### src/rtl/pipeline_hazard_ctrl_if.sv
// Control bundle between the RV32I pipeline datapath and its hazard controller.
// The datapath side (master) presents the IF/ID instruction and the stall/flush
// causes; the controller side (slave) returns enables, flushes, forwarding
// selects, scoreboard visibility and performance counters.
interface pipeline_hazard_ctrl_if #(
  parameter int CNT_W = 16
);
  logic [31:0]      id_instr;
  logic             id_valid;
  logic             ex_branch_taken;
  logic             mem_busy;
  logic             pc_en;
  logic             ifid_en;
  logic             ifid_flush;
  logic             idex_flush;
  logic             pipe_en;
  logic [1:0]       fwd_a;
  logic [1:0]       fwd_b;
  logic             ex_valid;
  logic             mem_valid;
  logic             wb_valid;
  logic [CNT_W-1:0] stall_count;
  logic [CNT_W-1:0] flush_count;

  modport master (
    output id_instr, id_valid, ex_branch_taken, mem_busy,
    input  pc_en, ifid_en, ifid_flush, idex_flush, pipe_en,
    input  fwd_a, fwd_b, ex_valid, mem_valid, wb_valid,
    input  stall_count, flush_count
  );

  modport slave (
    input  id_instr, id_valid, ex_branch_taken, mem_busy,
    output pc_en, ifid_en, ifid_flush, idex_flush, pipe_en,
    output fwd_a, fwd_b, ex_valid, mem_valid, wb_valid,
    output stall_count, flush_count
  );
endinterface

### src/rtl/pipeline_hazard_ctrl.sv
// Hazard / sequencing controller for a 5-stage RV32I pipeline.
// Tracks the instructions in EX, MEM and WB in a small scoreboard and derives
// pipeline enables, bubble insertion, EX operand forwarding and saturating
// stall/flush counters. Priority per cycle: memory freeze, taken branch,
// load-use stall, normal advance.
module pipeline_hazard_ctrl #(
  parameter int CNT_W = 16
) (
  input  logic                  clk,
  input  logic                  rst_n,
  pipeline_hazard_ctrl_if.slave hz
);

  localparam logic [1:0] FWD_RF  = 2'b00;
  localparam logic [1:0] FWD_MEM = 2'b10;
  localparam logic [1:0] FWD_WB  = 2'b01;

  // Decoded IF/ID fields
  logic [6:0] opcode;
  logic [4:0] id_rd;
  logic [4:0] id_rs1;
  logic [4:0] id_rs2;
  logic       writes_rd;
  logic       uses_rs1;
  logic       uses_rs2;
  logic       is_load;

  // Scoreboard: EX stage entry
  logic       ex_valid;
  logic [4:0] ex_rd;
  logic [4:0] ex_rs1;
  logic [4:0] ex_rs2;
  logic       ex_wr;
  logic       ex_ld;

  // Scoreboard: MEM stage entry
  logic       mem_valid;
  logic [4:0] mem_rd;
  logic       mem_wr;
  logic       mem_ld;

  // Scoreboard: WB stage entry
  logic       wb_valid;
  logic [4:0] wb_rd;
  logic       wb_wr;

  logic [CNT_W-1:0] stall_cnt;
  logic [CNT_W-1:0] flush_cnt;

  logic load_use;
  logic take_branch;
  logic advance;

  // Counter increment that sticks at all-ones instead of wrapping.
  function automatic logic [CNT_W-1:0] sat_inc(input logic [CNT_W-1:0] v);
    if (&v) return v;
    return v + 1'b1;
  endfunction

  // Forwarding source for one EX operand; the younger MEM result wins over WB.
  // A load in MEM has no data yet, so it never forwards from that stage.
  function automatic logic [1:0] fwd_sel(input logic [4:0] rs);
    if (ex_valid && mem_valid && mem_wr && !mem_ld && (mem_rd == rs))
      return FWD_MEM;
    if (ex_valid && wb_valid && wb_wr && (wb_rd == rs))
      return FWD_WB;
    return FWD_RF;
  endfunction

  assign opcode = hz.id_instr[6:0];
  assign id_rd  = hz.id_instr[11:7];
  assign id_rs1 = hz.id_instr[19:15];
  assign id_rs2 = hz.id_instr[24:20];

  // Classify the IF/ID instruction by which register ports it touches.
  always_comb begin
    writes_rd = 1'b0;
    uses_rs1  = 1'b0;
    uses_rs2  = 1'b0;
    is_load   = 1'b0;
    case (opcode)
      7'b0110011: begin writes_rd = 1'b1; uses_rs1 = 1'b1; uses_rs2 = 1'b1; end
      7'b0010011: begin writes_rd = 1'b1; uses_rs1 = 1'b1; end
      7'b0000011: begin writes_rd = 1'b1; uses_rs1 = 1'b1; is_load = 1'b1; end
      7'b0110111: writes_rd = 1'b1;
      7'b0010111: writes_rd = 1'b1;
      7'b1101111: writes_rd = 1'b1;
      7'b1100111: begin writes_rd = 1'b1; uses_rs1 = 1'b1; end
      7'b0100011: begin uses_rs1 = 1'b1; uses_rs2 = 1'b1; end
      7'b1100011: begin uses_rs1 = 1'b1; uses_rs2 = 1'b1; end
      default: ;
    endcase
  end

  // A load in EX whose destination feeds the instruction in ID cannot be
  // forwarded in time; ex_wr is already cleared for rd = x0.
  assign load_use = hz.id_valid && ex_valid && ex_ld && ex_wr &&
                    ((uses_rs1 && (id_rs1 == ex_rd)) ||
                     (uses_rs2 && (id_rs2 == ex_rd)));

  assign advance     = !hz.mem_busy;
  assign take_branch = advance && hz.ex_branch_taken;

  // Same-cycle enables and flushes in priority order.
  always_comb begin
    hz.pc_en      = 1'b1;
    hz.ifid_en    = 1'b1;
    hz.ifid_flush = 1'b0;
    hz.idex_flush = 1'b0;
    hz.pipe_en    = 1'b1;
    if (hz.mem_busy) begin
      hz.pc_en   = 1'b0;
      hz.ifid_en = 1'b0;
      hz.pipe_en = 1'b0;
    end else if (hz.ex_branch_taken) begin
      hz.ifid_flush = 1'b1;
      hz.idex_flush = 1'b1;
    end else if (load_use) begin
      hz.pc_en      = 1'b0;
      hz.ifid_en    = 1'b0;
      hz.idex_flush = 1'b1;
    end
  end

  assign hz.fwd_a       = fwd_sel(ex_rs1);
  assign hz.fwd_b       = fwd_sel(ex_rs2);
  assign hz.ex_valid    = ex_valid;
  assign hz.mem_valid   = mem_valid;
  assign hz.wb_valid    = wb_valid;
  assign hz.stall_count = stall_cnt;
  assign hz.flush_count = flush_cnt;

  // Scoreboard shift (ID -> EX -> MEM -> WB) and counters; all hold on freeze.
  always_ff @(posedge clk or negedge rst_n) begin
    if (!rst_n) begin
      ex_valid  <= 1'b0;
      ex_rd     <= '0;
      ex_rs1    <= '0;
      ex_rs2    <= '0;
      ex_wr     <= 1'b0;
      ex_ld     <= 1'b0;
      mem_valid <= 1'b0;
      mem_rd    <= '0;
      mem_wr    <= 1'b0;
      mem_ld    <= 1'b0;
      wb_valid  <= 1'b0;
      wb_rd     <= '0;
      wb_wr     <= 1'b0;
      stall_cnt <= '0;
      flush_cnt <= '0;
    end else if (advance) begin
      // MEM -> WB boundary
      wb_valid  <= mem_valid;
      wb_rd     <= mem_rd;
      wb_wr     <= mem_wr;
      // EX -> MEM boundary
      mem_valid <= ex_valid;
      mem_rd    <= ex_rd;
      mem_wr    <= ex_wr;
      mem_ld    <= ex_ld;
      // ID -> EX boundary: bubble on branch flush or load-use stall
      if (take_branch || load_use) begin
        ex_valid <= 1'b0;
        ex_rd    <= '0;
        ex_rs1   <= '0;
        ex_rs2   <= '0;
        ex_wr    <= 1'b0;
        ex_ld    <= 1'b0;
      end else begin
        ex_valid <= hz.id_valid;
        ex_rd    <= id_rd;
        ex_rs1   <= id_rs1;
        ex_rs2   <= id_rs2;
        ex_wr    <= writes_rd && (id_rd != 5'd0);
        ex_ld    <= is_load;
      end
      if (take_branch)
        flush_cnt <= sat_inc(flush_cnt);
      else if (load_use)
        stall_cnt <= sat_inc(stall_cnt);
    end
  end

endmodule

### src/flat_wrapper.sv
// flat-port wrapper written by rule: the top's interface ports become plain ports
module pipeline_hazard_ctrl_flat 
#(
  parameter int CNT_W = 16
)
  (clk, rst_n, hz_id_instr, hz_id_valid, hz_ex_branch_taken, hz_mem_busy, hz_pc_en, hz_ifid_en, hz_ifid_flush, hz_idex_flush, hz_pipe_en, hz_fwd_a, hz_fwd_b, hz_ex_valid, hz_mem_valid, hz_wb_valid, hz_stall_count, hz_flush_count);
  pipeline_hazard_ctrl_if #(.CNT_W(CNT_W)) hz_i ();
  input  logic clk;
  input  logic rst_n;
  input wire logic [$bits(hz_i.id_instr)-1:0] hz_id_instr;
  input wire logic [$bits(hz_i.id_valid)-1:0] hz_id_valid;
  input wire logic [$bits(hz_i.ex_branch_taken)-1:0] hz_ex_branch_taken;
  input wire logic [$bits(hz_i.mem_busy)-1:0] hz_mem_busy;
  output wire logic [$bits(hz_i.pc_en)-1:0] hz_pc_en;
  output wire logic [$bits(hz_i.ifid_en)-1:0] hz_ifid_en;
  output wire logic [$bits(hz_i.ifid_flush)-1:0] hz_ifid_flush;
  output wire logic [$bits(hz_i.idex_flush)-1:0] hz_idex_flush;
  output wire logic [$bits(hz_i.pipe_en)-1:0] hz_pipe_en;
  output wire logic [$bits(hz_i.fwd_a)-1:0] hz_fwd_a;
  output wire logic [$bits(hz_i.fwd_b)-1:0] hz_fwd_b;
  output wire logic [$bits(hz_i.ex_valid)-1:0] hz_ex_valid;
  output wire logic [$bits(hz_i.mem_valid)-1:0] hz_mem_valid;
  output wire logic [$bits(hz_i.wb_valid)-1:0] hz_wb_valid;
  output wire logic [$bits(hz_i.stall_count)-1:0] hz_stall_count;
  output wire logic [$bits(hz_i.flush_count)-1:0] hz_flush_count;
  assign hz_i.id_instr = hz_id_instr;
  assign hz_i.id_valid = hz_id_valid;
  assign hz_i.ex_branch_taken = hz_ex_branch_taken;
  assign hz_i.mem_busy = hz_mem_busy;
  assign hz_pc_en = hz_i.pc_en;
  assign hz_ifid_en = hz_i.ifid_en;
  assign hz_ifid_flush = hz_i.ifid_flush;
  assign hz_idex_flush = hz_i.idex_flush;
  assign hz_pipe_en = hz_i.pipe_en;
  assign hz_fwd_a = hz_i.fwd_a;
  assign hz_fwd_b = hz_i.fwd_b;
  assign hz_ex_valid = hz_i.ex_valid;
  assign hz_mem_valid = hz_i.mem_valid;
  assign hz_wb_valid = hz_i.wb_valid;
  assign hz_stall_count = hz_i.stall_count;
  assign hz_flush_count = hz_i.flush_count;
  pipeline_hazard_ctrl #(.CNT_W(CNT_W)) u_core (.clk(clk), .rst_n(rst_n), .hz(hz_i));
endmodule
### config.mk
export PLATFORM = sky130hd
export DESIGN_NAME = pipeline_hazard_ctrl_flat
export DESIGN_NICKNAME = d
export VERILOG_FILES = /design/src/rtl/pipeline_hazard_ctrl_if.sv /design/src/rtl/pipeline_hazard_ctrl.sv /design/src/flat_wrapper.sv
export SDC_FILE = /design/constraint.sdc
export NUM_CORES = 1
export LEC_CHECK = 0
export CAP_MARGIN = 15
export CORE_MARGIN = 3
export CORE_UTILIZATION = 25
export DETAILED_ROUTE_END_ITERATION = 12
export HOLD_SLACK_MARGIN = 0.08
export PLACE_DENSITY = 0.51
export SLEW_MARGIN = 15
export SYNTH_ARGS = -nofsm -noshare
export SYNTH_HDL_FRONTEND = slang
export SYNTH_SLANG_ARGS = --single-unit
export TNS_END_PERCENT = 100
### constraint.sdc
create_clock -name clk -period 5.4 [get_ports clk]
set_input_delay 0.81 -clock clk [delete_from_list [all_inputs] [get_ports clk]]
set_output_delay 0.81 -clock clk [all_outputs]
set_load 0.1 [all_outputs]
Word-level counts from Yosys, hierarchy flattened
Index checks and enable logic that the tools add are counted.
{"block": "classes", "addsub": 2, "n_eq_ne": 17, "n_mux": 42, "bitwise": 2, "n_reduce_logical": 29}
{"op": "$add 16x1->16 const B", "n": 2}
{"op": "$mux 16", "n": 2}
{"op": "$reduce_and 16->1", "n": 2}
{"op": "$eq 5x5->1", "n": 6}
{"op": "$mux 1", "n": 29}
{"op": "$eq 7x6->1 const B", "n": 3}
{"op": "$eq 7x7->1 const B", "n": 3}
{"op": "$logic_and 1x1->1", "n": 17}
{"op": "$mux 2", "n": 8}
{"op": "$mux 5", "n": 3}
{"op": "$eq 7x5->1 const B", "n": 2}
{"op": "$eq 7x2->1 const B", "n": 1}
{"op": "$reduce_or 7->1", "n": 1}
{"op": "$reduce_or 6->1", "n": 1}
{"op": "$reduce_bool 5->1", "n": 1}
{"op": "$ne 2x2->1 const B", "n": 2}
{"op": "$reduce_and 4->1", "n": 1}
{"op": "$reduce_and 3->1", "n": 1}
{"op": "$reduce_or 3->1", "n": 1}
{"op": "$logic_not 1->1", "n": 2}
{"op": "$logic_or 1x1->1", "n": 2}
{"op": "$not 1->1", "n": 2}
{"block": "totals", "reg_bits": 65, "in_bits": 37, "output_inout_bits": 44}

Longest topological paths before layout
Gate-level depths: netlist (run 1).
{"block": "depth", "ltp_word": 11, "ltp_mapped": 8}

Worst setup path after synthesis (run 1)
OpenSTA, ideal clock, no wires.
{"block": "synth_timing", "path_kind": "register to output", "start": "register u_core.ex_valid, in the netlist u_core.hz.ex_valid", "end": "output port hz_fwd_a[0]", "arrival_ns": 5.333, "slack_ns": -0.743, "stages_incl_launch_ff": 5, "path_buffers": 0, "cell_sequence": "dfrtp_1 nand4b_1 or4_1 nor3_1 nor4_1"}
{"block": "synth_via", "elab_chain_cells": 7}
{"element": "start: declaration", "line_no": "pipeline_hazard_ctrl.sv:29", "rtl": "logic ex_valid;"}
{"element": "start signal: assignment", "line_no": "pipeline_hazard_ctrl.sv:170", "rtl": "ex_valid <= hz.id_valid;"}
{"element": "$logic_and 1x1->1 (3 in series)", "line_no": "pipeline_hazard_ctrl.sv:65", "rtl": "if (ex_valid && wb_valid && wb_wr && (wb_rd == rs))"}
{"element": "$mux 1 (2 in series)", "line_no": "pipeline_hazard_ctrl.sv:65"}
{"element": "$mux 2", "line_no": "pipeline_hazard_ctrl.sv:67", "rtl": "return FWD_RF;"}
{"element": "$mux 2 (*)", "line_no": "pipeline_hazard_ctrl.sv:65"}
{"element": "end: declaration", "line_no": "flat_wrapper.sv:19", "rtl": "output wire logic [$bits(hz_i.fwd_a)-1:0] hz_fwd_a;"}
Mark *: on every way between the ends. The rest lies on a longest branch, timed or not. The select of a mux whose other input is x is not followed.

Final worst setup path (run 1)
{"block": "layout_timing", "start": "register u_core.ex_rs2[3]", "end": "output port hz_fwd_b[1]"}
{"block": "layout_via", "elab_chain_cells": 6}
{"element": "start: declaration", "line_no": "pipeline_hazard_ctrl.sv:32", "rtl": "logic [4:0] ex_rs2;"}
{"element": "start signal: assignment", "line_no": "pipeline_hazard_ctrl.sv:173", "rtl": "ex_rs2 <= id_rs2;"}
{"element": "$eq 5x5->1", "line_no": "pipeline_hazard_ctrl.sv:65"}
{"element": "$logic_and 1x1->1", "line_no": "pipeline_hazard_ctrl.sv:65"}
{"element": "$mux 1 (2 in series)", "line_no": "pipeline_hazard_ctrl.sv:65"}
{"element": "$mux 2", "line_no": "pipeline_hazard_ctrl.sv:67"}
{"element": "$mux 2 (*)", "line_no": "pipeline_hazard_ctrl.sv:65"}
{"element": "end: declaration", "line_no": "flat_wrapper.sv:20", "rtl": "output wire logic [$bits(hz_i.fwd_b)-1:0] hz_fwd_b;"}
Marks and branches as above.

==> impl_metrics.tcl, run 1 <==
set metrics [dict create \
    slew_viol_final 0 \
    fp.dieW_um 120 \
    cp_top_family "buffers and inverters" \
    slowest_delay_ns 1.18 \
    criticalPathCategory "reg2out" \
    clk_latency_ns 0.33 \
    slowest_stage "clkdlybuf4s50_1" \
    ys_ff_latch 65 \
    dp.cells 514 \
    nets 396 \
    fin_crit_sh_pct 68.4 \
    htreeDepth 3 \
    synth_area_um2 3230 \
    std_cell_rows 40 \
    numCtsBuffers 9 \
    drc_errors 0 \
    hpwlAfterDp_um 5800 \
    post_drt_wl_per_cell_um 15.6 \
    cp.arrival_ns 2.88 \
    ctsLongestPathBuffers 2 \
    synthesis.nets 321 \
    dr.pass1.iters 4 \
    crit_path_start_kind "flip-flop" \
    worstPathRequired_ns 4.59 \
    ys_warn_count 0 \
    start_util_pct 26.3 \
    slew_headroom_pct 33.4 \
    critPathCaptureType "primary output" \
    vias 2374 \
    grt-ovfl-total 0 \
    grt_pass1_vias 2473 \
    gp_congestion 0.795 \
    clk_pin_slew_worst_paths_ns 0.05 \
    cts_resized 0 \
    hold_path.class "reg2reg" \
    synth_compound_area_share_pct 8.67 \
    synth_top_family_by_area "simple AND/OR/NAND/NOR gates" \
    drive_gt1_share_pct 13.3 \
    core_um2 12300 \
    synthAdderAreaFrac_pct 0.774 \
    min_period_ns 3.69 \
    preCtsSetupSlack_ns 1.85 \
    p_leak_uw 0.00187 \
    hold_violations 0 \
    die_h_um 120 \
    drt-vias-per-instance 4.48 \
    setup_violations 0 \
    synth_xor_area_share_pct 15.7 \
    cap_viol_max_count 0 \
    diodes 0 \
    final_area_um2 4370 \
    timing.final.ws_setup_ns 1.71 \
    crit_chain "xor2_1 -> or4_1 -> nor3_2 -> clkdlybuf4s50_1" \
    postCtsSetupBuffers 0 \
    ios 81 \
    areaGrowthSynthToFinish_pct 35.2 \
    final_cells 530 \
    ant_nets 0 \
    synth_cell_types 41 \
    synthMuxAreaShare_pct 6.03 \
    fin_skew_ns 0.00702 \
    dieArea_um2 14300 \
    synth_seq_area_share_pct 50.3 \
    peakVddDrop_v 0.000323 \
    synth_cells 282 \
    post_synth.cell_area_avg_um2 11.5 \
    grt_max_degree 66 \
    cp_max_fo 3 \
    portBuffers 70 \
    grt_setup_unrepaired "false" \
    powerDensity_nw_per_um2 346 \
    cts_sinks 65 \
    synthSimpleGateAreaFrac_pct 16.1 \
    grt_pass1_wl_um 13400 \
    track_usage_pct 12.2 \
    placed_area_um2 4100 \
    fin_setup_tns_ns 0 \
    clock.fmax_mhz 271 \
    cts-root-buf "clkbuf_16" \
    drt-initial-drc-count 115 \
    cts_tree "yes" \
    worst_slew_pin_slew_ns 0.996 \
    antenna_found_initial 0 \
    critPathBufInv 1 \
    wl_um 8270 \
    outcome "finished, final reports clean" \
    cts_hold_buf 0 \
]
==> placed cells by master (no fill, tap or decap), types with 2 or more instances in the layout <==
| cell type | synthesis | final |
|---|---|---|
| a21oi_1 | 3 | 3 |
| a22o_1 | 18 | 18 |
| a31oi_1 | 2 | 2 |
| and2_1 | 2 | 2 |
| and3_1 | 3 | 3 |
| buf_4 | 1 | 6 |
| clkbuf_1 | 3 | 2 |
| clkbuf_16 | 0 | 9 |
| clkbuf_8 | 0 | 2 |
| clkdlybuf4s50_1 | 0 | 65 |
| clkinv_2 | 0 | 3 |
| dfrtp_1 | 65 | 65 |
| ha_1 | 2 | 2 |
| inv_1 | 6 | 6 |
| mux2_2 | 16 | 16 |
| nand2_1 | 16 | 16 |
| nand3_1 | 14 | 14 |
| nand3b_1 | 2 | 2 |
| nand4_1 | 13 | 13 |
| nand4b_1 | 2 | 2 |
| nor2_1 | 15 | 15 |
| nor3_1 | 8 | 6 |
| nor3_2 | 2 | 4 |
| nor4_1 | 8 | 8 |
| or4_1 | 3 | 3 |
| xnor2_1 | 32 | 32 |
| xor2_1 | 26 | 26 |
==> registers in the layout, indices dropped and copies added (netlist names) <==
name,flops
u_core.hz.ex_valid,1
u_core.wb_rd,5
u_core.mem_rd,5
u_core.hz.wb_valid,1
u_core.mem_ld,1
u_core.hz.flush_count,16
u_core.hz.stall_count,16
u_core.ex_ld,1
u_core.wb_wr,1
u_core.ex_wr,1
u_core.ex_rd,5
u_core.ex_rs2,5
u_core.hz.mem_valid,1
u_core.mem_wr,1
u_core.ex_rs1,5
==> stage by stage <==
| stage | total power [uW] | hold slack [ns] | utilization, % |
|---|---|---|---|
| floorplan | 866 | 0.470 | - |
| global placement | 984 | 0.483 | 33.3 |
| detailed placement | 985 | 0.487 | 33.3 |
| CTS | 1540 | 0.499 | 35.5 |
| global route | 1590 | 0.509 | 35.5 |
| finish | 1510 | 0.496 | 35.5 |
==> path summary, 6_finish.rpt <==
check	slack [ns]	from	end	cells past startpoint
max	1.71	u_core.ex_rs2[3]$_DFFE_PN0N_	hz_fwd_b[1]	4
min	0.50	u_core.mem_ld$_DFFE_PN0N_	u_core.mem_ld$_DFFE_PN0N_	1
max reg2reg	3.22	u_core.ex_rd[1]$_DFFE_PN0N_	u_core.ex_rd[2]$_DFFE_PN0N_	6
min reg2reg	0.50	u_core.mem_ld$_DFFE_PN0N_	u_core.mem_ld$_DFFE_PN0N_	1
max in group asynchronous	4.17	rst_n	u_core.hz.flush_count[15]$_DFFE_PN0P_	2
min in group asynchronous	0.67	rst_n	u_core.ex_rs2[4]$_DFFE_PN0N_	2
==> report_power, final <==
part,internal (uW),switching [uW]
Combinational,120,268
Sequential,530,58.4
Clock,333,204
==> cell usage after synthesis <==
cell / count / share of area (%)
and4_2: 1 / 0.31
buf_1: 1 / 0.12
a31oi_2: 1 / 0.39
nand4_2: 1 / 0.39
o21ai_0: 1 / 0.15
or4_1: 3 / 0.70
nor3_2: 2 / 0.62
nor2_2: 1 / 0.19
buf_6: 3 / 1.0
nand3_1: 14 / 2.2
nand2_1: 16 / 1.9
xnor2_1: 32 / 8.7
o21bai_4: 1 / 0.58
or2_1: 1 / 0.19
a21oi_1: 3 / 0.46
nor3_1: 8 / 1.2
nand3b_1: 2 / 0.46
a31oi_1: 2 / 0.39
nor4_1: 8 / 1.5
ha_1: 2 / 0.77
clkbuf_1: 3 / 0.35
dfrtp_1: 65 / 50
nand4_1: 13 / 2.5
nand2b_1: 1 / 0.19
mux2_4: 1 / 0.46
and2_1: 2 / 0.39
o21a_1: 1 / 0.23
a22o_1: 18 / 4.9
or2_0: 1 / 0.19
o211ai_1: 1 / 0.23
and4_1: 1 / 0.27
nor2_1: 15 / 1.7
xor2_1: 26 / 7.0
o41ai_4: 1 / 0.85
a211o_1: 1 / 0.27
buf_4: 1 / 0.23
inv_1: 6 / 0.70
and3_1: 3 / 0.58
nand4b_1: 2 / 0.54
a21boi_0: 1 / 0.23
mux2_2: 16 / 5.6
==> cell families after synthesis <==
logic type,count (synthesis)
flops,65
simple gates,95
fa+ha+maj,2
buf+inv,14
xor+xnor,58
mux,17
compound gates,31
==> final cells by class <==
cell class | instances | area, um^2
Clock buffer | 13 | 260
Clock inverter | 3 | 15.0
Fill cell | 1270 | 7940
Inverter | 6 | 22.5
Multi-Input combinational cell | 203 | 1540
Sequential cell | 65 | 1630
Tap cell | 168 | 210
Timing Repair Buffer | 72 | 701
==> routing by layer <==
layer / global-route usage [%] / vias to the layer above / share of wire (%) / routed length, um
li1: - / 1158 / - / -
met2: 17.9 / 60 / 44 / 3620
met5: 0 / - / 0 / 0
met3: 5.47 / 7 / 6.3 / 518
met1: 16.1 / 1149 / 49 / 4030
met4: 3.65 / 0 / 1.2 / 96
No activity file was read; power rests on OpenSTA's default activity.
==> run 2: changes to the inputs <==
- PLACE_DENSITY: 0.51 -> 0.53
- clock period: 5.4 -> 3.1 ns (I/O delays scaled with it)
==> run 2 against run 1 <==
Non-clock buffer count increased by 1. Die area is the same. Via count is 0.17% higher. Hold slack worse by 0.28 ns. Critical endpoint is now hz_idex_flush.
==> impl_metrics.tcl, run 2 (synthesis results as in run 1) <==
set metrics [dict create \
    critPathCaptureType "primary output" \
    final_cells 530 \
    preCtsSetupSlack_ns 0.288 \
    dieArea_um2 14300 \
    use_met3_pct 3.91 \
    ant_nets 0 \
    worstPathRequired_ns 2.63 \
    worst_slew_pin_slew_ns 0.767 \
    track_usage_pct 12.0 \
    hpwlAfterDp_um 5980 \
    setup_violations 0 \
    cap_viol_max_count 0 \
    grt_max_degree 35 \
    met1_usage_pct 16.1 \
    cts-root-buf "clkbuf_16" \
    final_cell_mix "dfrtp_1, buf_4, xnor2_1, xor2_1, clkdlybuf4s50_1" \
    cts_sinks 65 \
    fin_skew_ns 0.00523 \
    fin_setup_tns_ns 0 \
    grt.busiest_layer "met2" \
    dp.cells 515 \
    powerDensity_nw_per_um2 629 \
    crit_path_start_kind "primary input" \
    post_drt_wl_per_cell_um 15.3 \
    cts_resized 0 \
    timing.final.ws_setup_ns 0.320 \
    vias 2378 \
    min_period_ns 2.78 \
    wl_um 8090 \
    antenna_found_initial 0 \
    cp.arrival_ns 2.31 \
    drc_errors 0 \
    diodes 0 \
    hold_violations 0 \
    clk_latency_ns 0.32 \
    ctsLongestPathBuffers 2 \
    clock.fmax_mhz 360 \
    fin_crit_sh_pct 89.7 \
    p_leak_uw 0.00198 \
    grt_setup_unrepaired "false" \
    postCtsSetupBuffers 0 \
    drive_gt1_share_pct 26.8 \
    std_cell_rows 40 \
    grt-ovfl-total 0 \
    drt-vias-per-instance 4.49 \
    clk_pin_slew_worst_paths_ns 0.06 \
    areaGrowthSynthToFinish_pct 37.2 \
    use_met2_pct 17.8 \
    slew_headroom_pct 48.9 \
    drt-initial-drc-count 119 \
    die_h_um 120 \
    start_util_pct 26.3 \
    core_um2 12300 \
    grt_pass1_vias 2490 \
    hold_path.class "in2async" \
    p_total_uw 2790 \
    htreeDepth 3 \
    placed_area_um2 4120 \
    fp.dieW_um 120 \
    grt_pass1_wl_um 13400 \
    numCtsBuffers 9 \
    peakVddDrop_v 0.000628 \
    gp_congestion 0.781 \
    ios 81 \
    nets 397 \
    portBuffers 70 \
    final_common_cell "dfrtp_1" \
    final_area_um2 4440 \
    dr.pass1.iters 5 \
    cp_max_fo 8 \
    fill_cells 1263 \
    cts_hold_buf 0 \
    cts_tree "yes" \
    outcome "finished, final reports clean" \
    criticalPathCategory "in2out" \
    slew_viol_final 0 \
]
run 2: cell types whose count changed in the layout (fill, tap and decap cells not counted), moves of 3 or more:
cell,change
buf_4,+36
dfrtp_1,-3
buf_12,+5
clkdlybuf4s50_1,-40
run 2: metrics by stage:
| step | util, % | hold slack [ns] |
|---|---|---|
| CTS | 36.0 | 0.225 |
| global route | 36.0 | 0.264 |
| detailed placement | 33.4 | 0.493 |
| global placement | 33.4 | 0.484 |
| floorplan | - | 0.169 |
| finish | 36.0 | 0.211 |
run 2: final cells by class:
cell class | count | area (um^2) | share of cell area [%]
repair buffers | 73 | 671 | 15.1
flip-flops and latches | 65 | 1640 | 36.9
clock inverters | 5 | 80.1 | 1.80
clock buffers | 10 | 239 | 5.39
inverters | 6 | 22.5 | 0.508
multi-input cells | 203 | 1580 | 35.6
well taps | 168 | 210 | 4.74
run 2: critical path, cell delays in order:
cell and delay, ns:
clkdlybuf4s50_1 0.46, nand3b_1 0.24, or2_1 0.27, nor3_2 0.30, o21bai_4 0.15, a21oi_2 0.21, buf_12 0.20
run 2: where the power goes:
part	internal, uW	total [uW]	switching, uW
clock network	719	1090	368
registers	924	1030	104
logic	203	676	473
total	1850	2790	945
run 2: metal layers:
layer / up-vias / wire, um / share of wire, %
li1: 1166 / - / -
met5: - / 0 / 0
met3: 9 / 447 / 5.5
met1: 1149 / 3880 / 48
met4: 0 / 108 / 1.3
met2: 54 / 3650 / 45
run 2: path summary, 6_finish.rpt:
kind	from	endpoint	slack [ns]	cells after the start
worst max-delay path	hz_id_instr[3]	hz_idex_flush	0.32	7
worst min-delay path	rst_n	u_core.ex_rs1[1]$_DFFE_PN0N_	0.21	1
worst max register to register	u_core.hz.stall_count[3]$_DFFE_PN0P_	u_core.hz.stall_count[10]$_DFFE_PN0P_	0.96	6
worst min register to register	u_core.hz.stall_count[14]$_DFFE_PN0P_	u_core.hz.stall_count[14]$_DFFE_PN0P_	0.50	1
max in group asynchronous	rst_n	u_core.hz.stall_count[8]$_DFFE_PN0P_	1.87	3
min in group clk	u_core.hz.stall_count[14]$_DFFE_PN0P_	u_core.hz.stall_count[14]$_DFFE_PN0P_	0.50	1
